$ cat src/rtl/irq_controller_n.sv
// irq_controller_n: 68k interrupt controller and 32-bit Wishbone slave; wb_* bus and IACK data/ack, irq_i asynchronous requests, int_ack_i CPU IACK cycle, ipl_o requested level
module irq_controller_n #(
  parameter int NUM_SRC = 16,
  parameter int SYNC_STAGES = 2,
  parameter int VEC_BASE = 64
) (
  input  logic               wb_clk_i,
  input  logic               wb_reset_ni,
  input  logic               wb_stb_i,
  input  logic               wb_we_i,
  input  logic [5:0]         wb_adr_i,
  input  logic [3:0]         wb_sel_i,
  input  logic [31:0]        wb_dat_i,
  output logic [31:0]        wb_dat_o,
  output logic               wb_ack_o,
  input  logic [NUM_SRC-1:0] irq_i,
  input  logic               int_ack_i,
  output logic [2:0]         ipl_o
);
  localparam logic [31:0] SRC_MASK = 32'((64'd1 << NUM_SRC) - 64'd1);
  logic [NUM_SRC-1:0] sync_q [SYNC_STAGES];
  logic [2:0] level_q [NUM_SRC];
  logic [7:0] vec_q [NUM_SRC];
  logic [31:0] s, s_prev_q, rise, pending_q, pending_d, enable_q, enable_d, mode_q, mode_d;
  logic [31:0] w1c, iack_clr, lane_mask, rd_data, wr_val, status, dat_q, dat_d;
  logic [2:0] ipl_q, win_lvl, cfg_lvl;
  logic [4:0] win_idx, iack_idx_q, last_idx_q, last_idx_d;
  logic [7:0] win_vec, iack_vec_q, cfg_vec;
  logic [5:0] cfg_idx;
  logic ack_q, ack_d, int_ack_q, iack_edge, iack_pend_q, iack_valid_q, spurious_q, spurious_d;
  logic bus_go, wr, cfg_hit;
  always_comb begin
    win_lvl = '0;
    win_idx = '0;
    win_vec = '0;
    for (int i = 0; i < NUM_SRC; i++)
      if (pending_q[i] && enable_q[i] && level_q[i] > win_lvl) begin
        win_lvl = level_q[i];
        win_idx = 5'(i);
        win_vec = vec_q[i];
      end
  end
  always_comb begin
    cfg_idx = wb_adr_i - 6'd4;
    cfg_hit = wb_adr_i >= 6'd4 && {1'b0, cfg_idx} < 7'(NUM_SRC);
    cfg_lvl = '0;
    cfg_vec = '0;
    for (int i = 0; i < NUM_SRC; i++)
      if (6'(i) == cfg_idx) begin
        cfg_lvl = level_q[i];
        cfg_vec = vec_q[i];
      end
  end
  always_comb begin
    s = 32'(sync_q[SYNC_STAGES-1]);
    rise = s & ~s_prev_q;
    iack_edge = int_ack_i & ~int_ack_q;
    bus_go = wb_stb_i & ~ack_q & ~iack_pend_q & ~iack_edge;
    wr = bus_go & wb_we_i;
    status = {13'b0, ipl_q, 7'b0, spurious_q, 3'b0, last_idx_q};
    rd_data = wb_adr_i == 6'd0 ? pending_q :
              wb_adr_i == 6'd1 ? enable_q :
              wb_adr_i == 6'd2 ? mode_q :
              wb_adr_i == 6'd3 ? status :
              cfg_hit ? {16'b0, cfg_vec, 5'b0, cfg_lvl} : '0;
    lane_mask = {{8{wb_sel_i[3]}}, {8{wb_sel_i[2]}}, {8{wb_sel_i[1]}}, {8{wb_sel_i[0]}}};
    wr_val = (rd_data & ~lane_mask) | (wb_dat_i & lane_mask);
    enable_d = wr && wb_adr_i == 6'd1 ? wr_val & SRC_MASK : enable_q;
    mode_d = wr && wb_adr_i == 6'd2 ? wr_val & SRC_MASK : mode_q;
    w1c = wr && wb_adr_i == 6'd0 ? wb_dat_i & lane_mask : '0;
    iack_clr = iack_pend_q && iack_valid_q ? 32'd1 << iack_idx_q : '0;
    // a new edge in the same cycle as a clear keeps the bit set
    pending_d = (mode_q & ((pending_q & ~(w1c | iack_clr)) | rise)) | (~mode_q & s);
    // IACK pre-empts the bus; a bus access waits for the next free ack slot
    ack_d = iack_pend_q | bus_go;
    dat_d = iack_pend_q ? (iack_valid_q ? {24'b0, iack_vec_q} : 32'd24) : bus_go ? rd_data : '0;
    spurious_d = iack_pend_q ? ~iack_valid_q : spurious_q;
    last_idx_d = iack_pend_q && iack_valid_q ? iack_idx_q : last_idx_q;
  end
  always_ff @(posedge wb_clk_i or negedge wb_reset_ni) begin
    if (!wb_reset_ni) begin
      for (int k = 0; k < SYNC_STAGES; k++) sync_q[k] <= '0;
      for (int i = 0; i < NUM_SRC; i++) begin
        level_q[i] <= '0;
        vec_q[i] <= 8'(VEC_BASE + i);
      end
      s_prev_q <= '0;
      pending_q <= '0;
      enable_q <= '0;
      mode_q <= '0;
      ipl_q <= '0;
      ack_q <= 1'b0;
      dat_q <= '0;
      int_ack_q <= 1'b0;
      iack_pend_q <= 1'b0;
      iack_valid_q <= 1'b0;
      iack_idx_q <= '0;
      iack_vec_q <= '0;
      spurious_q <= 1'b0;
      last_idx_q <= '0;
    end else begin
      sync_q[0] <= irq_i;
      for (int k = 1; k < SYNC_STAGES; k++) sync_q[k] <= sync_q[k-1];
      for (int i = 0; i < NUM_SRC; i++)
        if (wr && cfg_hit && 6'(i) == cfg_idx) begin
          level_q[i] <= wr_val[2:0];
          vec_q[i] <= wr_val[15:8];
        end
      s_prev_q <= s;
      pending_q <= pending_d;
      enable_q <= enable_d;
      mode_q <= mode_d;
      ipl_q <= int_ack_i ? ipl_q : win_lvl;
      ack_q <= ack_d;
      dat_q <= dat_d;
      int_ack_q <= int_ack_i;
      iack_pend_q <= iack_edge;
      if (iack_edge) begin
        iack_idx_q <= win_idx;
        iack_vec_q <= win_vec;
        iack_valid_q <= win_lvl != 3'd0;
      end
      spurious_q <= spurious_d;
      last_idx_q <= last_idx_d;
    end
  end
  assign wb_dat_o = dat_q;
  assign wb_ack_o = ack_q;
  assign ipl_o = ipl_q;
endmodule

$ cat config.mk
export PLATFORM = sky130hd
export DESIGN_NAME = irq_controller_n
export DESIGN_NICKNAME = d
export VERILOG_FILES = /design/src/rtl/irq_controller_n.sv
export SDC_FILE = /design/constraint.sdc
export NUM_CORES = 1
export LEC_CHECK = 0
export BUFFER_PORTS_ARGS = -buffer_cell sky130_fd_sc_hd__buf_2
export CORE_AREA = 4 4 189 191
export CTS_CLUSTER_DIAMETER = 40
export DETAILED_ROUTE_END_ITERATION = 10
export DIE_AREA = 0 0 193 195
export GPL_TIMING_DRIVEN = 1
export PLACE_DENSITY = 0.65
export SYNTH_ARGS = -nofsm -noshare
export SYNTH_HDL_FRONTEND = slang
export SYNTH_SLANG_ARGS = --single-unit
$ cat constraint.sdc
create_clock -name wb_clk_i -period 37.8 [get_ports wb_clk_i]
set_input_delay 1.89 -clock wb_clk_i [delete_from_list [all_inputs] [get_ports wb_clk_i]]
set_output_delay 1.89 -clock wb_clk_i [all_outputs]
set_load 0.02 [all_outputs]
After elaboration in Yosys (flattened, before gate mapping)

Cells that the tools add are included.

Output and inout port bits: 36
Bits of input ports: 63
Flip-flop bits (word level): 346
Word-level logic and storage cells: 257

Shift operators: 1
$lt $le $gt $ge: 18
Equality and inequality tests: 18
$add $sub $neg: 1
Reductions and logical operators: 57
Bitwise logic cells: 25
Muxes and demuxes: 89

Operator list:

| kind                                             | count |
|---|---|
| two-way mux 8 bit                                | 33 |
| two-way mux 32 bit                               | 5 |
| two-way mux 3 bit                                | 32 |
| OR 32 bit                                        | 3 |
| two-way mux 5 bit                                | 14 |
| bitwise AND 16 x 32 -> 32 bit                    | 2 |
| bitwise AND 32 bit                               | 2 |
| NOT 16 -> 32 bit                                 | 2 |
| two-way mux 19 bit                               | 3 |
| logical AND 1 bit                                | 54 |
| == test 4 x 6 -> 1 bit, first input constant     | 8 |
| greater-than comparator 3 bit                    | 15 |
| bitwise AND 32 x 16 -> 32 bit                    | 1 |
| NOT 32 bit                                       | 1 |
| left shift 1 x 5 -> 32 bit, first input constant | 1 |
| == test 3 x 6 -> 1 bit, first input constant     | 4 |
| bitwise AND 16 bit                               | 1 |
| two-way mux 16 bit                               | 1 |
| NOT 16 bit                                       | 1 |
| OR 16 bit                                        | 1 |
| == test 2 x 6 -> 1 bit, first input constant     | 2 |
| == test 6 x 2 -> 1 bit, second input constant    | 2 |
| logical NOT 6 bit                                | 2 |
| == test 1 x 6 -> 1 bit, first input constant     | 1 |
| other kinds (10)                                 | 18 |

Depth between registers and ports, before layout

Gate-level depths: netlist of run 1.

Depth after elaboration: 49
Mapped depth: 122
Mapped depth without buffers: 112

Worst setup path before layout of run 1

OpenSTA, ideal clock, no wires.

Path type: register to register
From: reg pending_q[0]
To: reg iack_valid_q
Setup time: 0.133 ns
Cell stages (with the launch flop): 116
Setup slack: 17.544 ns
Arrival time: 20.123 ns
Buffers on the path: 12
Data required time: 37.667 ns
Period minus slack after synthesis: 20.256 ns
Cell sequence: dfrtp_1 nand3_1 ha_1 nor2b_4 o311a_4 nand2_1 clkbuf_1 nand2_1 o21ai_0 ha_1 nand2_1 a211o_1 o2111ai_2 nor2_2 nor2_1 a21oi_1 ha_1 nor2_1 [80 not listed] a21oi_1 ha_1 nor2b_1 o21ai_0 nand2b_1 and4_1 clkbuf_1 a211o_1 o221ai_4 inv_1 ha_1 nor2b_1 o21ai_0 nand2b_1 and4_1 o21ai_0 a2111oi_1 a21oi_1

Cells in the longest elaborated chain, start to end: 49

Ends and longest elaborated chain:

| what                             | line | text |
|---|---|---|
| from (decl)                      | 24   | `logic [31:0] s, s_prev_q, rise, pending_q, pending_d, enable_q, enable_d, mode_q, mode_d;` |
| from (signal assigned)           | 110  | `pending_q <= pending_d;` |
| logical AND 1 bit * (2 in a row) | 37   | `if (pending_q[i] && enable_q[i] && level_q[i] > win_lvl) begin` |
| two-way mux 3 bit *              | 37   |  |
| greater-than comparator 3 bit    | 37   |  |
| logical AND 1 bit                | 37   |  |
| two-way mux 3 bit *              | 37   |  |
| greater-than comparator 3 bit    | 37   |  |
| logical AND 1 bit                | 37   |  |
| two-way mux 3 bit *              | 37   |  |
| [32 not listed]                  | --   |  |
| two-way mux 3 bit *              | 37   |  |
| greater-than comparator 3 bit    | 37   |  |
| logical AND 1 bit                | 37   |  |
| two-way mux 3 bit *              | 37   |  |
| greater-than comparator 3 bit    | 37   |  |
| logical AND 1 bit                | 37   |  |
| two-way mux 3 bit *              | 37   |  |
| nonzero test 3 bit *             | 121  | `iack_valid_q <= win_lvl != 3'd0;` |
| to (signal assigned)             | 96   | `iack_valid_q <= 1'b0;` |
| to (signal assigned)             | 121  |  |
| to (decl)                        | 30   | `logic ack_q, ack_d, int_ack_q, iack_edge, iack_pend_q, iack_valid_q, spurious_q, spurious_d;` |

Every way passes the cells marked *; elsewhere a longest branch is shown, timed or not.
A chain may end at the register's enable or synchronous reset.

Worst setup path in the final report of run 1

From: reg pending_q[0]
To: reg iack_idx_q[3]

Cells in the longest elaborated chain, start to end: 48
Elaborated cells between the ends (all ways): 60
Those cells by class: order compare: 15; mux: 28; reduce/logical: 17

Ends and longest elaborated chain:

| what                             | line | text |
|---|---|---|
| logical AND 1 bit * (2 in a row) | 37   |  |
| two-way mux 3 bit *              | 37   |  |
| greater-than comparator 3 bit    | 37   |  |
| logical AND 1 bit                | 37   |  |
| two-way mux 3 bit *              | 37   |  |
| greater-than comparator 3 bit    | 37   |  |
| logical AND 1 bit                | 37   |  |
| two-way mux 3 bit *              | 37   |  |
| [31 not listed]                  | --   |  |
| logical AND 1 bit                | 37   |  |
| two-way mux 3 bit                | 37   |  |
| greater-than comparator 3 bit    | 37   |  |
| logical AND 1 bit                | 37   |  |
| two-way mux 3 bit                | 37   |  |
| greater-than comparator 3 bit    | 37   |  |
| logical AND 1 bit                | 37   |  |
| two-way mux 5 bit *              | 37   |  |
| to (signal assigned)             | 119  | `iack_idx_q <= win_idx;` |
| to (decl)                        | 27   | `logic [4:0] win_idx, iack_idx_q, last_idx_q, last_idx_d;` |

Marked as above.

==> qor.tcl, run 1 <==
set qor(synth_top_area_cell) {sky130_fd_sc_hd__dfrtp_1}
set qor(worst-path-max-fanout) 22
set qor(place_worst_setup_slack_ns) 12.01
set qor(post_synth_mux_area_share_pct) 8.82
set qor(clock_pin_slew_reported_for_the_worst_setup_and_hold_paths_after_clock_tree_synthesis_ns) 0.06
set qor(via_count_of_the_first_global_routing_pass) 13900
set qor(p_per_area_nw_per_um2) 45.7
set qor(boundaryPins) 99
set qor(flow.area_growth_from_synthesis_pct) 14.3
set qor(final_max_slew_viol_count) 0
set qor(worst_hold_path_type) {flip-flop to flip-flop}
set qor(synth_seq_cells) 315
set qor(final.setup.tns_ns) 0
set qor(synth.lib_cells_used.distinct) 102
set qor(final_period_minus_worst_setup_slack_ns) 26.19
set qor(setup.worst_path.end_class) {flip-flop}
set qor(synth_compound_gate_area_share_pct) 22.5
set qor(worst_r2r_endpoint) {iack_idx_q[3]}
set qor(mappedNetlistArea_um2) 16800
set qor(starting_density_pct) 49.3
set qor(total_routed_wirelength_mm) 55.5
set qor(utilization_pct) 56.3
set qor(wl_per_cell_um) 24.4
set qor(setup_viol_count_final) 0
set qor(ir_drop_worst_vdd_v) 0.0000316
set qor(r2r_setup_slack_ns) 11.61
set qor(post-layout-total-power_mw) 0.878
set qor(first_pass_grt_wire_length_mm) 84.9
set qor(dieArea_um2) 37600
set qor(holdBufCountCts) 0
set qor(drt-pass1-iter-count) 6
set qor(synth.area.top_cells) {sky130_fd_sc_hd__dfrtp_1 40%, sky130_fd_sc_hd__dfstp_2 7.5%, sky130_fd_sc_hd__mux2_2 6.9%, sky130_fd_sc_hd__nand2_1 6.5%, sky130_fd_sc_hd__o21ai_0 4.4%}
set qor(viasPerCell) 6.33
set qor(drc_errors) 0
set qor(gp_congestion) 0.942
set qor(crit_path_start) {pending_q[0]}
set qor(worstRegToRegCells) 104
set qor(result_of_the_run) {finished clean}
set qor(clock-sinks) 315
set qor(grt_max_degree) 100
set qor(antenna_violating_nets_post_route) 0
set qor(critical_path.slowest_cell) {sky130_fd_sc_hd__or2_1}
set qor(first_iter_violations) 1602
set qor(post_synth_edffs) 0
set qor(setup_repair_after_global_routing_missed_its_margin) {false}
set qor(critical_path.reg2reg.startpoint) {pending_q[0]}
set qor(finalHoldViolations) 0
set qor(leakagePower_nw) 8.39
set qor(cts.htree.levels) 2
set qor(most_used_flip_flop_cell_after_synthesis) {sky130_fd_sc_hd__dfrtp_1}
set qor(synth_top_cell_area_share_pct) 39.7
set qor(design.final.nets) 1870
set qor(postSynthAreaPerCell_um2) 9.67
set qor(insertedDiodeCount) 0
set qor(whs_ns) 0.343
set qor(post-route-period-util_pct) 69.3
set qor(synth_top_family_by_area) {compound AO/OA/AOI/OAI gates}
set qor(worst_setup_sp_type) {flip-flop}
set qor(hpwlAfterDp_mm) 38.5
set qor(multiInputGateArea_um2) 8300
set qor(cts.path.max_buffers) 3
set qor(clock-skew-final_ns) 0.0283
set qor(cts-resized-gates) 0
set qor(nFillCells) 3006
set qor(yosys.area_share.adder_pct) 1.76
set qor(endpoint) {iack_idx_q[3]}
set qor(slew_headroom_pct) 24.3
set qor(synth.yosys.warnings) 0
set qor(drive_gt1_share_pct) 21.7
set qor(numCtsBuffers) 48
set qor(timing.critical_path.arrival_ns) 26.68
set qor(clock_tree_from_tritoncts) {done}
set qor(source_to_sink_clock_delay_at_the_later_pin_of_the_worst_skew_pair_ns) 0.58
set qor(root_buffer) {sky130_fd_sc_hd__clkbuf_16}
set qor(antenna_found_initial) 0
set qor(vias) 14400
set qor(placementRows) 68
set qor(worstSetupPathType) {flip-flop to flip-flop}
set qor(worst_path_largest_cell_delay_ns) 0.75
set qor(die_extent_in_x_um) 193
set qor(final_critical_path_setup_slack_ns) 11.61
set qor(data_required_time_at_the_worst_endpoint_ns) 38.29
set qor(cap_violations) 0
set qor(sequential_element_share_of_the_synthesized_area_pct) 47.2
set qor(floorplan.core_area_um2) 34100
set qor(synth_simple_gate_area_share_pct) 15.7
set qor(clock.fmax_mhz) 38.2
set qor(worst_hold_path.num_cells) 0
set qor(die_h_um) 195
set qor(cp_common_cell) {sky130_fd_sc_hd__ha_1}
set qor(globalRouteOverflowTotal) 0
set qor(synth_cells) 1739
set qor(synth-async-reset-ratio_pct) 100
set qor(synth_xor_xnor_area_share_pct) 0.156
set qor(tightest_slew_ns) 1.13
set qor(groute.usage.overall_pct) 29.4
set qor(cts_setup_buffers) 0
set qor(layout.area.seq_um2) 7940
set qor(port_buffers) 67
[cell families after synthesis]
logic type | Yosys count
other | 1
AO/OA/AOI/OAI | 528
multiplexers | 133
buffers and inverters | 150
flip-flops | 315
AND/OR/NAND/NOR | 585
XOR/XNOR | 3
adder cells (fa/ha/maj) | 24
[placed cells by master (no fill, tap or decap), types with 14 or more instances in the layout]
| cell type | Yosys | routed |
|---|---|---|
| sky130_fd_sc_hd__buf_4 | 16 | 30 |
| sky130_fd_sc_hd__nand3_1 | 62 | 62 |
| sky130_fd_sc_hd__a21o_1 | 26 | 26 |
| sky130_fd_sc_hd__ha_1 | 22 | 22 |
| sky130_fd_sc_hd__nand4_1 | 14 | 14 |
| sky130_fd_sc_hd__clkbuf_16 | 0 | 49 |
| sky130_fd_sc_hd__o21ai_1 | 18 | 18 |
| sky130_fd_sc_hd__dfstp_2 | 48 | 48 |
| sky130_fd_sc_hd__a22oi_1 | 43 | 43 |
| sky130_fd_sc_hd__and2_1 | 25 | 25 |
| sky130_fd_sc_hd__a221oi_1 | 28 | 28 |
| sky130_fd_sc_hd__o21ai_0 | 147 | 147 |
| sky130_fd_sc_hd__nor2_1 | 96 | 96 |
| sky130_fd_sc_hd__dfrtp_1 | 267 | 267 |
| sky130_fd_sc_hd__mux2_2 | 103 | 103 |
| sky130_fd_sc_hd__nand2_1 | 292 | 292 |
| sky130_fd_sc_hd__a21oi_1 | 80 | 80 |
| sky130_fd_sc_hd__and3_1 | 18 | 18 |
| sky130_fd_sc_hd__inv_1 | 36 | 36 |
| sky130_fd_sc_hd__o211ai_1 | 14 | 14 |
| sky130_fd_sc_hd__buf_2 | 10 | 66 |
| sky130_fd_sc_hd__a211oi_1 | 24 | 24 |
| sky130_fd_sc_hd__mux2i_1 | 24 | 22 |
| sky130_fd_sc_hd__a31oi_1 | 22 | 22 |
[metrics by stage]
stage          cells  instance area, µm²
6_report        2278               19200
3_3_place_gp    2190               17500
2_1_floorplan   1751               16900
4_1_cts         2278               19200
5_1_grt         2278               19200
3_5_place_dp    2190               17500
[per-layer routing]
metal	wire length [µm]	GRT usage [%]	up-vias
met5	0	0	-
met4	1710	9.00	0
met3	5440	6.88	121
met2	25400	44.8	729
met1	22900	42.1	7135
li1	-	-	6443
[how the worst min path moves through the flow]
stage,start,to,slack [ns]
6_report,sync_q[24],s[8],0.34
2_1_floorplan,sync_q[16],s[0],0.33
3_3_place_gp,sync_q[29],s[13],0.33
4_1_cts,sync_q[24],s[8],0.35
3_5_place_dp,sync_q[23],s[7],0.33
5_1_grt,sync_q[24],s[8],0.35
[area by class of cell]
class,instances,share of cell area [%]
clock buffers,59,6.78
clock inverters,29,2.08
inverters,37,0.723
multi-input cells,1286,43.2
flip-flops and latches,315,41.3
well taps,455,2.96
repair buffers,97,2.97
[power by group]
part | switching [mW] | internal [mW] | total [mW]
Clock | 0.168 | 0.302 | 0.469
Combinational | 0.0342 | 0.0136 | 0.0478
Sequential | 0.0109 | 0.350 | 0.361
Total | 0.213 | 0.665 | 0.878
[cells in the mapped netlist, drive strengths merged (15+ instances only)]
cell type  instances
dfrtp            267
ha                22
inv               36
and3              19
a22oi             43
nor3              15
a211oi            28
nand2            293
nand3             62
a21oi             86
a21o              26
nor2              97
o21ai            167
o211ai            15
mux2             108
a221oi            36
mux2i             24
a31oi             25
dfstp             48
clkbuf            77
buf               36
and2              26
[state kept, by name, indices dropped and copies added, names as in the netlist, 8 cells and up]
register,count
enable_q,16
sync_q,16
iack_vec_q,8
s_prev_q,16
pending_q,16
wb_dat_o,19
s,16
vec_q,128
level_q,48
mode_q,16
[worst max-delay path, delay by kind of cell, from the launching register on]
| family | cells | cell delay [ns] |
|---|---|---|
| and+or+nand+nor | 48 | 12.11 |
| muxes | 1 | 0.34 |
| DFF | 1 | 0.46 |
| adders and majority gates | 16 | 4.62 |
| AOI/OAI and AO/OA | 37 | 8.04 |
| buffers and inverters | 2 | 0.47 |
No activity file was read; power rests on OpenSTA's default activity.
==> run 2: changes to the inputs <==
Settings changed: ABC_AREA set to 1, CORE_AREA 4 4 189 191 to 4 4 185 187, DIE_AREA 0 0 193 195 to 0 0 189 191.
Clock period 37.8 ns to 24.7 ns, I/O delays scaled along.
==> qor.tcl, run 2 <==
set qor(drt-pass1-iter-count) 6 ;# unchanged
set qor(insertedDiodeCount) 0 ;# unchanged
set qor(placed_cells_incl_taps) 2454 ;# +12%
set qor(source_to_sink_clock_delay_at_the_later_pin_of_the_worst_skew_pair_ns) 0.57 ;# about the same
set qor(clock_tree_from_tritoncts) {done}
set qor(synth_seq_cells) 315 ;# unchanged
set qor(met2WireLength_mm) 22.9 ;# -10%
set qor(mappedNetlistArea_um2) 16100 ;# -4.4%
set qor(synth.area.top_cells) {sky130_fd_sc_hd__dfrtp_1 42%, sky130_fd_sc_hd__nand2_1 11%, sky130_fd_sc_hd__o21ai_0 8.2%, sky130_fd_sc_hd__dfstp_2 7.8%, sky130_fd_sc_hd__a21oi_1 4.4%}
set qor(tightest_slew_ns) 1.48 ;# +0.349 ns
set qor(synth_most_common_cell) {sky130_fd_sc_hd__nand2_1}
set qor(wl_per_cell_um) 20.1 ;# -18%
set qor(worst_hold_path_type) {flip-flop to flip-flop}
set qor(cts.path.max_buffers) 3 ;# unchanged
set qor(r2r_setup_slack_ns) 3.47 ;# -8.14 ns
set qor(post-route-period-util_pct) 86.0 ;# +17 points
set qor(worstSetupPathType) {flip-flop to flip-flop}
set qor(viasPerCell) 5.68 ;# -10%
set qor(critical_path.reg2reg.startpoint) {pending_q[0]}
set qor(root_buffer) {sky130_fd_sc_hd__clkbuf_16}
set qor(finalHoldViolations) 0 ;# unchanged
set qor(finish.cell_count_without_fillers) 2544 ;# +12%
set qor(leakagePower_nw) 8.56 ;# +2.1%
set qor(via_count_of_the_first_global_routing_pass) 14100 ;# +1.1%
set qor(gp_congestion) 0.956 ;# +1.4%
set qor(worst_setup_sp_type) {flip-flop}
set qor(design.final.nets) 2147 ;# +15%
set qor(placementRows) 66 ;# -2.9%
set qor(endpoint) {iack_idx_q[2]}
set qor(drive_gt1_share_pct) 14.6 ;# -7.1 points
set qor(worstRegToRegCells) 102 ;# -1.9%
set qor(timing.critical_path.arrival_ns) 21.71 ;# -4.97 ns
set qor(largest_register) {vec_q}
set qor(p_per_area_nw_per_um2) 95.1 ;# +110%
set qor(final_critical_path_setup_slack_ns) 3.47 ;# -8.14 ns
set qor(die_extent_in_x_um) 189 ;# -2.1%
set qor(place_worst_setup_slack_ns) 3.89 ;# -8.12 ns
set qor(floorplan.core_area_um2) 32500 ;# -4.9%
set qor(final_max_slew_viol_count) 0 ;# unchanged
set qor(die_h_um) 191 ;# -2.1%
set qor(dieArea_um2) 36100 ;# -4.1%
set qor(layout.area.seq_um2) 7940 ;# unchanged
set qor(holdBufCountCts) 0 ;# unchanged
set qor(post_synth_edffs) 0 ;# unchanged
set qor(worst_r2r_endpoint) {iack_idx_q[2]}
set qor(whs_ns) 0.340 ;# -0.00314 ns
set qor(most_used_flip_flop_cell_after_synthesis) {sky130_fd_sc_hd__dfrtp_1}
set qor(slew_headroom_pct) 1.04 ;# -23 points
set qor(clock-sinks) 315 ;# unchanged
set qor(port_buffers) 67 ;# unchanged
set qor(multiInputGateArea_um2) 7010 ;# -16%
set qor(layout.cells.most_common_list) {462 x sky130_fd_sc_hd__nand2_1, 267 x sky130_fd_sc_hd__dfrtp_1, 261 x sky130_fd_sc_hd__o21ai_0}
set qor(grt_max_degree) 104 ;# +4.0%
set qor(critical_path.slowest_cell) {sky130_fd_sc_hd__nand4_1}
set qor(cap_violations) 0 ;# unchanged
set qor(utilization_pct) 57.2 ;# +0.83 points
set qor(cts_setup_buffers) 0 ;# unchanged
set qor(crit_path_start) {pending_q[0]}
set qor(globalRouteOverflowTotal) 0 ;# unchanged
set qor(post_dp_cell_area_um2) 16800 ;# -4.0%
set qor(total_routed_wirelength_mm) 51.0 ;# -8.1%
set qor(clock.fmax_mhz) 47.1 ;# +23%
set qor(setup.worst_path.end_class) {flip-flop}
set qor(starting_density_pct) 49.5 ;# +0.25 points
set qor(drc_errors) 0 ;# unchanged
set qor(groute.usage.overall_pct) 28.3 ;# -1.1 points
set qor(cts.htree.levels) 2 ;# unchanged
set qor(top_signal_layer_used) {met5}
set qor(cp_common_cell) {sky130_fd_sc_hd__o21ai_0}
set qor(ir_drop_worst_vdd_v) 0.0000642 ;# +100%
set qor(final_period_minus_worst_setup_slack_ns) 21.23 ;# -4.96 ns
set qor(final.setup.tns_ns) 0 ;# unchanged
set qor(antenna_found_initial) 1 ;# +1
set qor(post-layout-total-power_mw) 1.76 ;# +100%
set qor(synth.lib_cells_used.distinct) 49 ;# -52%
set qor(hpwlAfterDp_mm) 35.7 ;# -7.1%
set qor(flow.area_growth_from_synthesis_pct) 15.4
set qor(clock_pin_slew_reported_for_the_worst_setup_and_hold_paths_after_clock_tree_synthesis_ns) 0.06 ;# about the same
set qor(cts-resized-gates) 0 ;# unchanged
set qor(setup_repair_after_global_routing_missed_its_margin) {false}
set qor(first_iter_violations) 1400 ;# -13%
set qor(numCtsBuffers) 48 ;# unchanged
set qor(clock-skew-final_ns) 0.0216 ;# -0.00668 ns
set qor(nFillCells) 2985 ;# -0.70%
set qor(synth_top_cell_area_share_pct) 41.6 ;# +1.8 points
set qor(result_of_the_run) {finished clean}
set qor(vias) 14400 ;# +0.083%
set qor(final_common_cell) {sky130_fd_sc_hd__nand2_1}
set qor(worst_path_largest_cell_delay_ns) 0.65 ;# -0.10 ns
set qor(synth_top_area_cell) {sky130_fd_sc_hd__dfrtp_1}
set qor(layout.cell_area.non_filler_um2) 18600 ;# -3.5%
set qor(postSynthAreaPerCell_um2) 8.02 ;# -17%
set qor(synth-async-reset-ratio_pct) 100 ;# unchanged
set qor(first_pass_grt_wire_length_mm) 80.1 ;# -5.6%
set qor(largest_reg_flops) 128 ;# unchanged
set qor(synth_cells) 2005 ;# +15%
set qor(detail_route.wirelength.met1_mm) 22.1 ;# -3.7%
set qor(route.met3.wl_mm) 4.24 ;# -22%
set qor(antenna_violating_nets_post_route) 0 ;# unchanged
set qor(post_synth_most_frequent_cells) {462 x sky130_fd_sc_hd__nand2_1, 267 x sky130_fd_sc_hd__dfrtp_1, 263 x sky130_fd_sc_hd__o21ai_0}
set qor(sequential_element_share_of_the_synthesized_area_pct) 49.4 ;# +2.2 points
set qor(worst-path-max-fanout) 24 ;# +9.1%
set qor(data_required_time_at_the_worst_endpoint_ns) 25.18 ;# -13.11 ns
set qor(synth.yosys.warnings) 0 ;# unchanged
set qor(setup_viol_count_final) 0 ;# unchanged
set qor(boundaryPins) 99 ;# unchanged
## run 2: cell types whose count changed in the layout (fill, tap and decap cells not counted), moves of 23 or more
cell	previous run	this run
sky130_fd_sc_hd__o21ai_0	147	261
sky130_fd_sc_hd__nand3_1	62	89
sky130_fd_sc_hd__and2_1	25	2
sky130_fd_sc_hd__mux2_2	103	0
sky130_fd_sc_hd__nand2_1	292	462
sky130_fd_sc_hd__nor2_1	96	175
sky130_fd_sc_hd__nand2_2	1	27
sky130_fd_sc_hd__a21o_1	26	0
sky130_fd_sc_hd__o211ai_1	14	62
sky130_fd_sc_hd__inv_1	36	181
sky130_fd_sc_hd__a211oi_1	24	1
sky130_fd_sc_hd__a22oi_1	43	5
sky130_fd_sc_hd__a21oi_1	80	141
## run 2: layout make-up
| class | instances | share of cell area (%) |
|---|---|---|
| repair buffers | 96 | 3.03 |
| multi-input cells | 1402 | 37.8 |
| inverters | 199 | 4.03 |
| clock inverters | 38 | 2.72 |
| well taps | 442 | 2.98 |
| clock buffers | 52 | 6.66 |
| flip-flops and latches | 315 | 42.8 |
## run 2: power breakdown
part | internal, mW | switching (mW)
sequential | 0.555 | 0.0231
combinational | 0.141 | 0.316
clock | 0.456 | 0.272
## run 2: worst min-delay path by stage
stage | to | cells after the start | startpoint | slack, ns
finish | s[13] | 0 | sync_q[29] | 0.34
detailed placement | s[14] | 0 | sync_q[30] | 0.33
global placement | s[1] | 0 | sync_q[17] | 0.33
global route | s[13] | 0 | sync_q[29] | 0.34
floorplan | s[0] | 0 | sync_q[16] | 0.33
CTS | s[13] | 0 | sync_q[29] | 0.34
## run 2: cells by family after synthesis
group           after synthesis  synth area share [%]
compound gates              556                  20.0
fa+ha+maj                    22                  1.71
simple gates                811                  21.4
other cells                   1                0.0233
flops                       315                  49.4
buf+inv                     300                  7.44
## run 2: worst max-delay path, delay by kind of cell (launching register included)
kind	cells	cell delay, ns
and+or+nand+nor	54	8.15
AOI/OAI and AO/OA	25	6.50
adders and majority gates	15	4.47
buffers and inverters	8	1.56
DFF	1	0.40
## run 2: per-layer routing
metal  global-route usage (%)  vias to the layer above
li1                         -                     6836
met1                     40.2                     6916
met2                     43.6                      569
met3                     5.93                      117
met4                     9.84                        2
met5                        0                        -
